==> src/rtl/scoreboard_multi.sv <==
// Multi-player BCD-style score counter with rising-edge step detection,
// wrap/saturate limits and an optional winner latch that freezes play.
module scoreboard_multi #(
  parameter int PLAYERS   = 2,
  parameter int DIGITS    = 2,
  parameter int RADIX     = 10,
  parameter int WRAP      = 1,
  parameter int WIN_SCORE = 0
) (
  input  logic                        clk,
  input  logic                        resetScore,
  input  logic [PLAYERS-1:0]          inc,
  input  logic [PLAYERS-1:0]          dec,
  output logic [PLAYERS*DIGITS*4-1:0] score,
  output logic [PLAYERS-1:0]          ovf,
  output logic [PLAYERS-1:0]          unf,
  output logic                        game_over,
  output logic [2:0]                  winner
);

  localparam int SW = DIGITS * 4;
  localparam logic [3:0] DMAX = 4'(RADIX - 1);
  localparam logic [SW-1:0] MAX_VEC = {DIGITS{DMAX}};

  function automatic logic [SW-1:0] win_digits();
    logic [SW-1:0] r;
    int unsigned   v;
    r = '0;
    v = WIN_SCORE;
    for (int unsigned d = 0; d < DIGITS; d++) begin
      r[d*4 +: 4] = 4'(v % RADIX);
      v           = v / RADIX;
    end
    return r;
  endfunction

  localparam logic [SW-1:0] WIN_VEC = win_digits();

  logic [PLAYERS-1:0]          inc_q, inc_d, dec_q, dec_d;
  logic [PLAYERS-1:0]          ovf_q, ovf_d, unf_q, unf_d;
  logic [PLAYERS*SW-1:0]       score_q, score_d;
  logic                        game_over_q, game_over_d;
  logic [2:0]                  winner_q, winner_d;
  logic [PLAYERS-1:0]          rise_inc, rise_dec, win_hit;
  logic [SW-1:0]               cur, nxt;
  logic                        carry;

  always_comb begin
    inc_d       = inc;
    dec_d       = dec;
    score_d     = score_q;
    ovf_d       = '0;
    unf_d       = '0;
    game_over_d = game_over_q;
    winner_d    = winner_q;
    win_hit     = '0;
    cur         = '0;
    nxt         = '0;
    carry       = 1'b0;
    rise_inc    = inc & ~inc_q;
    rise_dec    = dec & ~dec_q;
    if (!game_over_q) begin
      for (int unsigned p = 0; p < PLAYERS; p++) begin
        cur = score_q[p*SW +: SW];
        nxt = cur;
        if (rise_inc[p]) begin
          if (cur == MAX_VEC) begin
            ovf_d[p] = 1'b1;
            if (WRAP != 0) nxt = '0;
          end else begin
            carry = 1'b1;
            for (int unsigned d = 0; d < DIGITS; d++) begin
              if (carry) begin
                if (cur[d*4 +: 4] == DMAX) begin
                  nxt[d*4 +: 4] = '0;
                end else begin
                  nxt[d*4 +: 4] = cur[d*4 +: 4] + 4'd1;
                  carry         = 1'b0;
                end
              end
            end
            win_hit[p] = (WIN_SCORE != 0) && (nxt == WIN_VEC);
          end
        end else if (rise_dec[p]) begin
          if (cur == '0) begin
            unf_d[p] = 1'b1;
            if (WRAP != 0) nxt = MAX_VEC;
          end else begin
            carry = 1'b1;
            for (int unsigned d = 0; d < DIGITS; d++) begin
              if (carry) begin
                if (cur[d*4 +: 4] == 4'd0) begin
                  nxt[d*4 +: 4] = DMAX;
                end else begin
                  nxt[d*4 +: 4] = cur[d*4 +: 4] - 4'd1;
                  carry         = 1'b0;
                end
              end
            end
          end
        end
        score_d[p*SW +: SW] = nxt;
      end
      // Scan downwards so the lowest-index winner is the last one written.
      for (int unsigned p = PLAYERS; p > 0; p--) begin
        if (win_hit[p-1]) begin
          game_over_d = 1'b1;
          winner_d    = 3'(p - 1);
        end
      end
    end
  end

  always_ff @(posedge clk) begin
    inc_q <= inc_d;
    dec_q <= dec_d;
    if (resetScore) begin
      score_q     <= '0;
      ovf_q       <= '0;
      unf_q       <= '0;
      game_over_q <= 1'b0;
      winner_q    <= '0;
    end else begin
      score_q     <= score_d;
      ovf_q       <= ovf_d;
      unf_q       <= unf_d;
      game_over_q <= game_over_d;
      winner_q    <= winner_d;
    end
  end

  assign score     = score_q;
  assign ovf       = ovf_q;
  assign unf       = unf_q;
  assign game_over = game_over_q;
  assign winner    = winner_q;

endmodule

==> config.mk <==
export PLATFORM = sky130hd
export DESIGN_NAME = scoreboard_multi
export DESIGN_NICKNAME = d
export VERILOG_FILES = /design/src/rtl/scoreboard_multi.sv
export SDC_FILE = /design/constraint.sdc
export NUM_CORES = 1
export LEC_CHECK = 0
export CAP_MARGIN = 20
export CORE_UTILIZATION = 55
export CTS_CLUSTER_DIAMETER = 150
export DETAILED_ROUTE_END_ITERATION = 8
export DONT_BUFFER_PORTS = 1
export HOLD_SLACK_MARGIN = 0.1
export PLACE_DENSITY = 0.7
export SLEW_MARGIN = 40
export SYNTH_ARGS = -nofsm -noshare
export SYNTH_HDL_FRONTEND = slang
export SYNTH_SLANG_ARGS = --single-unit
==> constraint.sdc <==
create_clock -name clk -period 2.3 [get_ports clk]
set_input_delay 0.575 -clock clk [delete_from_list [all_inputs] [get_ports clk]]
set_output_delay 0.575 -clock clk [all_outputs]
set_load 0.01 [all_outputs]
==> results of run 1 <==
## cells by family after synthesis
family / count (synthesis)
other: 1
AO/OA/AOI/OAI: 60
flip-flops: 24
multiplexers: 2
buffers and inverters: 23
AND/OR/NAND/NOR: 76
adder cells (fa/ha/maj): 13
## power by group through the flow
stage | clock, W | sequential [W] | combinational [W]
finish | 0.000313 | 0.000494 | 0.000214
global route | 0.000337 | 0.000500 | 0.000241
CTS | 0.000318 | 0.000493 | 0.000212
detailed placement | 0 | 0.000502 | 0.000210
global placement | 0 | 0.000501 | 0.000203
floorplan | 0 | 0.000489 | 0.000187
## state kept, by name, summed over array words and instances (netlist names)
signal / count
score: 16
ovf: 2
unf: 2
inc_q: 2
dec_q: 2
## metrics by stage
stage	setup WS (ps)	utilization	instances	hold slack [ps]
2_1_floorplan	476	-	202	574
3_3_place_gp	390	0.583	223	603
3_5_place_dp	304	0.583	223	603
4_1_cts	276	0.602	227	256
5_1_grt	128	0.602	227	237
6_report	273	0.602	227	261
## final cells by class
cell class              count  area [µm²]
fillers                   258        1110
clock inverters             1        30.0
repair buffers              3        22.5
clock buffers               3        22.5
well taps                  31        38.8
inverters                  10        37.5
flip-flops and latches     24         480
multi-input cells         155        1040
## routing by layer
layer,global-route usage,vias to the layer above,share of wire
met3,0.0576,2,0.062
met4,0.0801,0,0.0048
met1,0.269,696,0.42
li1,-,718,-
met5,0,-,0
met2,0.396,47,0.51
## synthesized netlist by cell type, types with 4 or more instances
cell type	instances
a221oi_1	5
nand3_1	7
nand2b_1	8
and3_1	5
ha_1	13
nor3_1	4
clkbuf_1	7
buf_4	4
o21ai_0	17
dfxtp_1	24
nand2_1	10
a21oi_1	13
nor3b_1	4
nor2_1	20
inv_1	10
## worst reg2reg max path: stages (launching register included)
cell and delay (ps):
dfxtp_1 410, inv_1 150, ha_1 220, or3b_4 410, o32ai_4 380, a21oi_1 150
a211oi_1 250
## worst max-delay path by stage
stage / end / start
final: score[4]$_SDFFE_PP0P_ / score[1]$_SDFFE_PP0P_
after global routing: score[6]$_SDFFE_PP0P_ / score[0]$_SDFFE_PP0P_
after CTS: score[6]$_SDFFE_PP0P_ / score[1]$_SDFFE_PP0P_
after detailed placement: score[4]$_SDFFE_PP0P_ / score[0]$_SDFFE_PP0P_
after global placement: score[6]$_SDFFE_PP0P_ / score[1]$_SDFFE_PP0P_
after floorplan: score[6]$_SDFFE_PP0P_ / score[0]$_SDFFE_PP0P_
==> summary.txt, run 1 <==
Synthesis
  – Adder-cell share of the synthesized area: 0.100
  – Ys async rst share: 0
  – Yosys top cell area share: 0.296
  – Mux cell area share after synthesis: 0.0123
  – Cells after Synth: about 200
  – Sequential area share after synthesis: 0.296
  – XOR/XNOR Fraction of Synth Area: 0
  – Synth area leader: dfxtp_1
  – Post-synthesis instance area: 1620 µm²
  – Simple-Gate Fraction of Synth Area: 0.258
  – Post-synth EDFFs: 0
  – Compound-Gate Fraction of Synth Area: 0.263
  – Post-synthesis cell type count: 49
  – Top FF cell, synth: dfxtp_1
  – Largest family of logic cells by synthesized area: compound AO/OA/AOI/OAI gates
  – Top cells by area, synth: dfxtp_1 30%, ha_1 10%, o21ai_0 5.2%
  – Synth Register Bits: 24
  – Synthesized area per cell: a little over 8 µm²
  – Synth warn: 0

GRT
  – Largest net degree at the start of global routing: 21
  – Initial antenna violation count: 0
  – Vias in the first global route: about 1,400
  – GR Util All Layers: 0.227
  – First-pass GRT wire length: just under 6000 µm
  – Total gr overflow: 0

Floorplanning
  – Starting density of the core: 0.583
  – Core area: roughly 2800 µm²
  – Die extent in y: between 50 and 60 µm
  – Row count: 19
  – Die X: 56.3 µm
  – Full die area: approximately 3200 µm²
  – Io pins: 30

CTS
  – Clock H-tree levels: 1
  – TritonCTS Sinks: 24
  – Worst skew pair latency: roughly 320 ps
  – CTS Hold Buffers Added: 0
  – Clock slew at reported path FFs: about 140 ps
  – TritonCTS buffer count: 3
  – Post-CTS Resized: 0
  – Root buffer cell: clkbuf_4
  – Setup Fix Bufs, Post-CTS: 0
  – CTS tree: done
  – Clock Path Buffers: 2

Critical path
  – Critical setup path kind: reg -> reg
  – Delay of the slowest cell on the worst path: 410 ps
  – Worst-path fanout max: 8
  – CP delay by family, top: compound AO/OA/AOI/OAI gates
  – Reg2reg path depth: 6
  – Crit. path cell count: 6
  – Worst Path Buf+Inv: 1
  – Crit start category: flip-flop
  – Setup crit end kind: flip-flop
  – Slowest cell on crit path: dfxtp_1
  – Critical path data required time: about 2600 ps
  – Reg-to-reg endpoint: score[4]$_SDFFE_PP0P_
  – WP data arrival: around 2300 ps
  – Origin of the critical flop-to-flop path: score[1]$_SDFFE_PP0P_
  – R2R setup slack: around 270 ps
  – Cell Chain, Critical Path: inv_1, ha_1, or3b_4, o32ai_4, a21oi_1, a211oi_1

Placement
  – Post-Place Cell Area: 1620 µm²
  – Port buffer count: 0
  – Dpl hpwl: 2530 µm
  – Routability cong.: between 0.8 and 0.9

Final layout
  – Commonest non-fill, non-tap cell in the layout: dfxtp_1
  – Ant. Diodes: 0
  – Layout cell share with drive strength beyond 1: 0.0765
  – Commonest cells after routing, fill and taps aside: 24 x dfxtp_1, 20 x nor2_1, 17 x o21ai_0, 13 x a21oi_1, 13 x ha_1
  – Nets: roughly 220
  – Post-layout instance area: 1680 µm²
  – Area Growth Syn to Fin: 3.24%

Route
  – Remaining DRCs: 0
  – Drt pass-1 iters: 5
  – WL/cell: ~16 µm
  – Via density: 6.44
  – Final wirelength: between 3000 and 4000 µm
  – Starting DRT DRC Count: 94
  – ANT nets after route: 0
  – Via count: between 1,000 and 1,500

Min path
  – HP Start: dec[0]
  – Worst hold-check path type: in -> reg
  – WHS Endpoint: dec_q[0]$_DFF_P_
  – Hold depth: 0

Pwr
  – Switching Share: 0.304
  – Clock power share: 0.307
  – Post-route total power: slightly above 0.001 W
  – P_leak: about 0.64 nW
  – Share of power burned in registers: 0.483
  – Net switching power: roughly 0.00031 W
  – Cell Int Power: 0.000711 W
  – Power per cell area: 610 nW/µm²
  – Max VDD drop: approximately 550 µV
  – Comb power frac: 0.210

Timing
  – Setup-failing EPs final: 0
  – Fin. Hold Viols: 0
  – Final period util: 0.881
  – Measured slew at the worst slew-check pin: between 500 and 600 ps
  – Minimum clock period: 2030 ps
  – Max Clock Freq: 493 MHz
  – Setup TNS: 0 ps
  – Relative slew slack: 0.622
  – Final Max Slew Viols: 0
  – Fin Clk Skew: between 6 and 7 ps
  – RSZ-0062 raised after global routing: false

Outcome
  – Status: complete, no violations

Flow run
  – Max-cap violations: 0
Power figures use the tool's default switching activity.
==> inputs of run 2 (changes only) <==
CORE_UTILIZATION = 62   (was 55)
PLACE_DENSITY = 0.78   (was 0.7)
SLEW_MARGIN = 20   (was 40)
==> summary.txt, run 2 (same netlist as run 1, synthesis figures left out) <==
Route
  – Remaining DRCs: 0 (unchanged)
  – Drt pass-1 iters: 4 (-1)
  – WL/cell: 14.9 µm (-5.2%)
  – Via count: 1,439 (-1.6%)
  – Final wirelength: 3350 µm (-6.0%)
  – Starting DRT DRC Count: 49 (-48%)
  – Via density: 6.40 (-0.77%)
  – ANT nets after route: 0 (unchanged)

Critical path
  – Delay of the slowest cell on the worst path: 440 ps (+30 ps)
  – Worst-path fanout max: 9 (+1)
  – Setup crit end kind: flip-flop
  – CP delay by family, top: compound AO/OA/AOI/OAI gates
  – Worst Path Buf+Inv: 1 (unchanged)
  – Crit start category: flip-flop
  – Slowest cell on crit path: dfxtp_1
  – Critical setup path kind: reg -> reg
  – Critical path data required time: 2530 ps (-20 ps)
  – WP data arrival: 2230 ps (-40 ps)
  – Cell Chain, Critical Path: inv_1, ha_1, or3b_4, o32ai_4, o21ai_2, a221oi_2

Final layout
  – Fillers: 220 (-15%)
  – Commonest non-fill, non-tap cell in the layout: dfxtp_1
  – Ant. Diodes: 0 (unchanged)
  – Area Growth Syn to Fin: 1.70%
  – Finished Core Util: 0.666 (+0.0638)
  – Commonest cells after routing, fill and taps aside: 24 x dfxtp_1, 20 x nor2_1, 17 x o21ai_0, 13 x a21oi_1, 13 x ha_1
  – Layout cell share with drive strength beyond 1: 0.0718 (-0.00474)
  – Nets: 215 (-0.46%)
  – Multi-input logic area: 1040 µm² (unchanged)
  – FF+latch area: 480 µm² (unchanged)
  – Max reg flops: 16 (unchanged)

Floorplanning
  – Die X: 53.2 µm (-5.6%)
  – Row count: 18 (-1)
  – Starting density of the core: 0.655 (+0.0716)
  – Full die area: 2830 µm² (-11%)
  – Io pins: 30 (unchanged)
  – Die extent in y: 53.2 µm (-5.6%)
  – Core area: 2480 µm² (-11%)

Timing
  – Setup-failing EPs final: 0 (unchanged)
  – Relative slew slack: 0.617 (-0.00519)
  – PnR worst setup slack: 308 ps (+34.9 ps)
  – Minimum clock period: 1990 ps (-34.9 ps)
  – Final period util: 0.866 (-0.0152)
  – Fin Clk Skew: 1.51 ps (-5.06 ps)
  – Setup TNS: 0 ps (unchanged)
  – Max Clock Freq: 502 MHz (+1.7%)
  – Final Max Slew Viols: 0 (unchanged)
  – Fin. Hold Viols: 0 (unchanged)
  – Measured slew at the worst slew-check pin: 574 ps (+7.78 ps)
  – RSZ-0062 raised after global routing: false

Pwr
  – Clock power share: 0.237 (-0.070)
  – Max VDD drop: 327 µV (-41%)
  – Comb power frac: 0.223 (+0.013)
  – Switching Share: 0.316 (+0.0122)
  – Cell Int Power: 0.000630 W (-11%)
  – Power per cell area: 558 nW/µm² (-8.5%)
  – P_leak: 0.625 nW (-1.9%)
  – Net switching power: 0.000291 W (-6.3%)
  – Share of power burned in registers: 0.540 (+0.057)

CTS
  – CTS tree: done
  – Clock Path Buffers: 2 (unchanged)
  – CTS Hold Buffers Added: 0 (unchanged)
  – TritonCTS buffer count: 3 (unchanged)
  – Setup Fix Bufs, Post-CTS: 0 (unchanged)
  – Root buffer cell: clkbuf_4
  – Worst skew pair latency: 300 ps (-20 ps)
  – Post-CTS Resized: 0 (unchanged)
  – TritonCTS Sinks: 24 (unchanged)
  – Clock slew at reported path FFs: 130 ps (about the same)
  – Clock H-tree levels: 1 (unchanged)

GRT
  – Total gr overflow: 0 (unchanged)
  – GR Util All Layers: 0.259 (+0.0315)
  – Largest net degree at the start of global routing: 21 (unchanged)
  – Vias in the first global route: 1,331 (-5.4%)
  – First-pass GRT wire length: 5460 µm (-6.2%)
  – Initial antenna violation count: 0 (unchanged)

Flow run
  – Max-cap violations: 0 (unchanged)

Placement
  – Place WS: 321 ps (+17.4 ps)
  – Dpl hpwl: 2480 µm (-2.2%)
  – Routability cong.: 0.948 (+12%)
  – Port buffer count: 0 (unchanged)

Outcome
  – Status: complete, no violations

Min path
  – Worst hold-check path type: in -> reg
-- run 2: layout make-up --
class	instances	area share
well taps	30	0.0227
clock buffers	4	0.0220
repair buffers	2	0.00910
inverters	10	0.0227
flip-flops and latches	24	0.291
multi-input cells	155	0.632
-- run 2: worst paths after layout --
check                               from                endpoint  slack (ps)  cells after the start
setup / recovery   score[0]$_SDFFE_PP0P_   score[6]$_SDFFE_PP0P_         310                      6
hold / removal                    inc[0]        inc_q[0]$_DFF_P_         280                      0
setup reg to reg   score[0]$_SDFFE_PP0P_   score[6]$_SDFFE_PP0P_         310                      6
hold reg to reg   score[14]$_SDFFE_PP0P_  score[14]$_SDFFE_PP0P_         650                      2
-- run 2: power by group through the flow --
stage | Sequential [W] | Combinational (W) | Clock [W]
floorplan | 0.000489 | 0.000187 | 0
global placement | 0.000505 | 0.000196 | 0
detailed placement | 0.000505 | 0.000203 | 0
CTS | 0.000496 | 0.000203 | 0.000230
global route | 0.000504 | 0.000232 | 0.000239
finish | 0.000497 | 0.000205 | 0.000218
-- run 2: stage by stage --
stage / power [W] / hold slack [ps] / std cells / area (µm²)
floorplan: 0.000676 / 574 / 202 / 1630
global placement: 0.000701 / 603 / 221 / 1610
detailed placement: 0.000708 / 603 / 221 / 1610
CTS: 0.000929 / 264 / 225 / 1650
global route: 0.000975 / 258 / 225 / 1650
finish: 0.000921 / 282 / 225 / 1650
-- run 2: layer usage --
| metal | routed length (µm) | vias up | global-route usage |
|---|---|---|---|
| li1 | - | 714 | - |
| met1 | 1480 | 680 | 0.308 |
| met2 | 1720 | 43 | 0.473 |
| met3 | 137 | 2 | 0.0316 |
| met4 | 14 | 0 | 0.0833 |
| met5 | 0 | - | 0 |
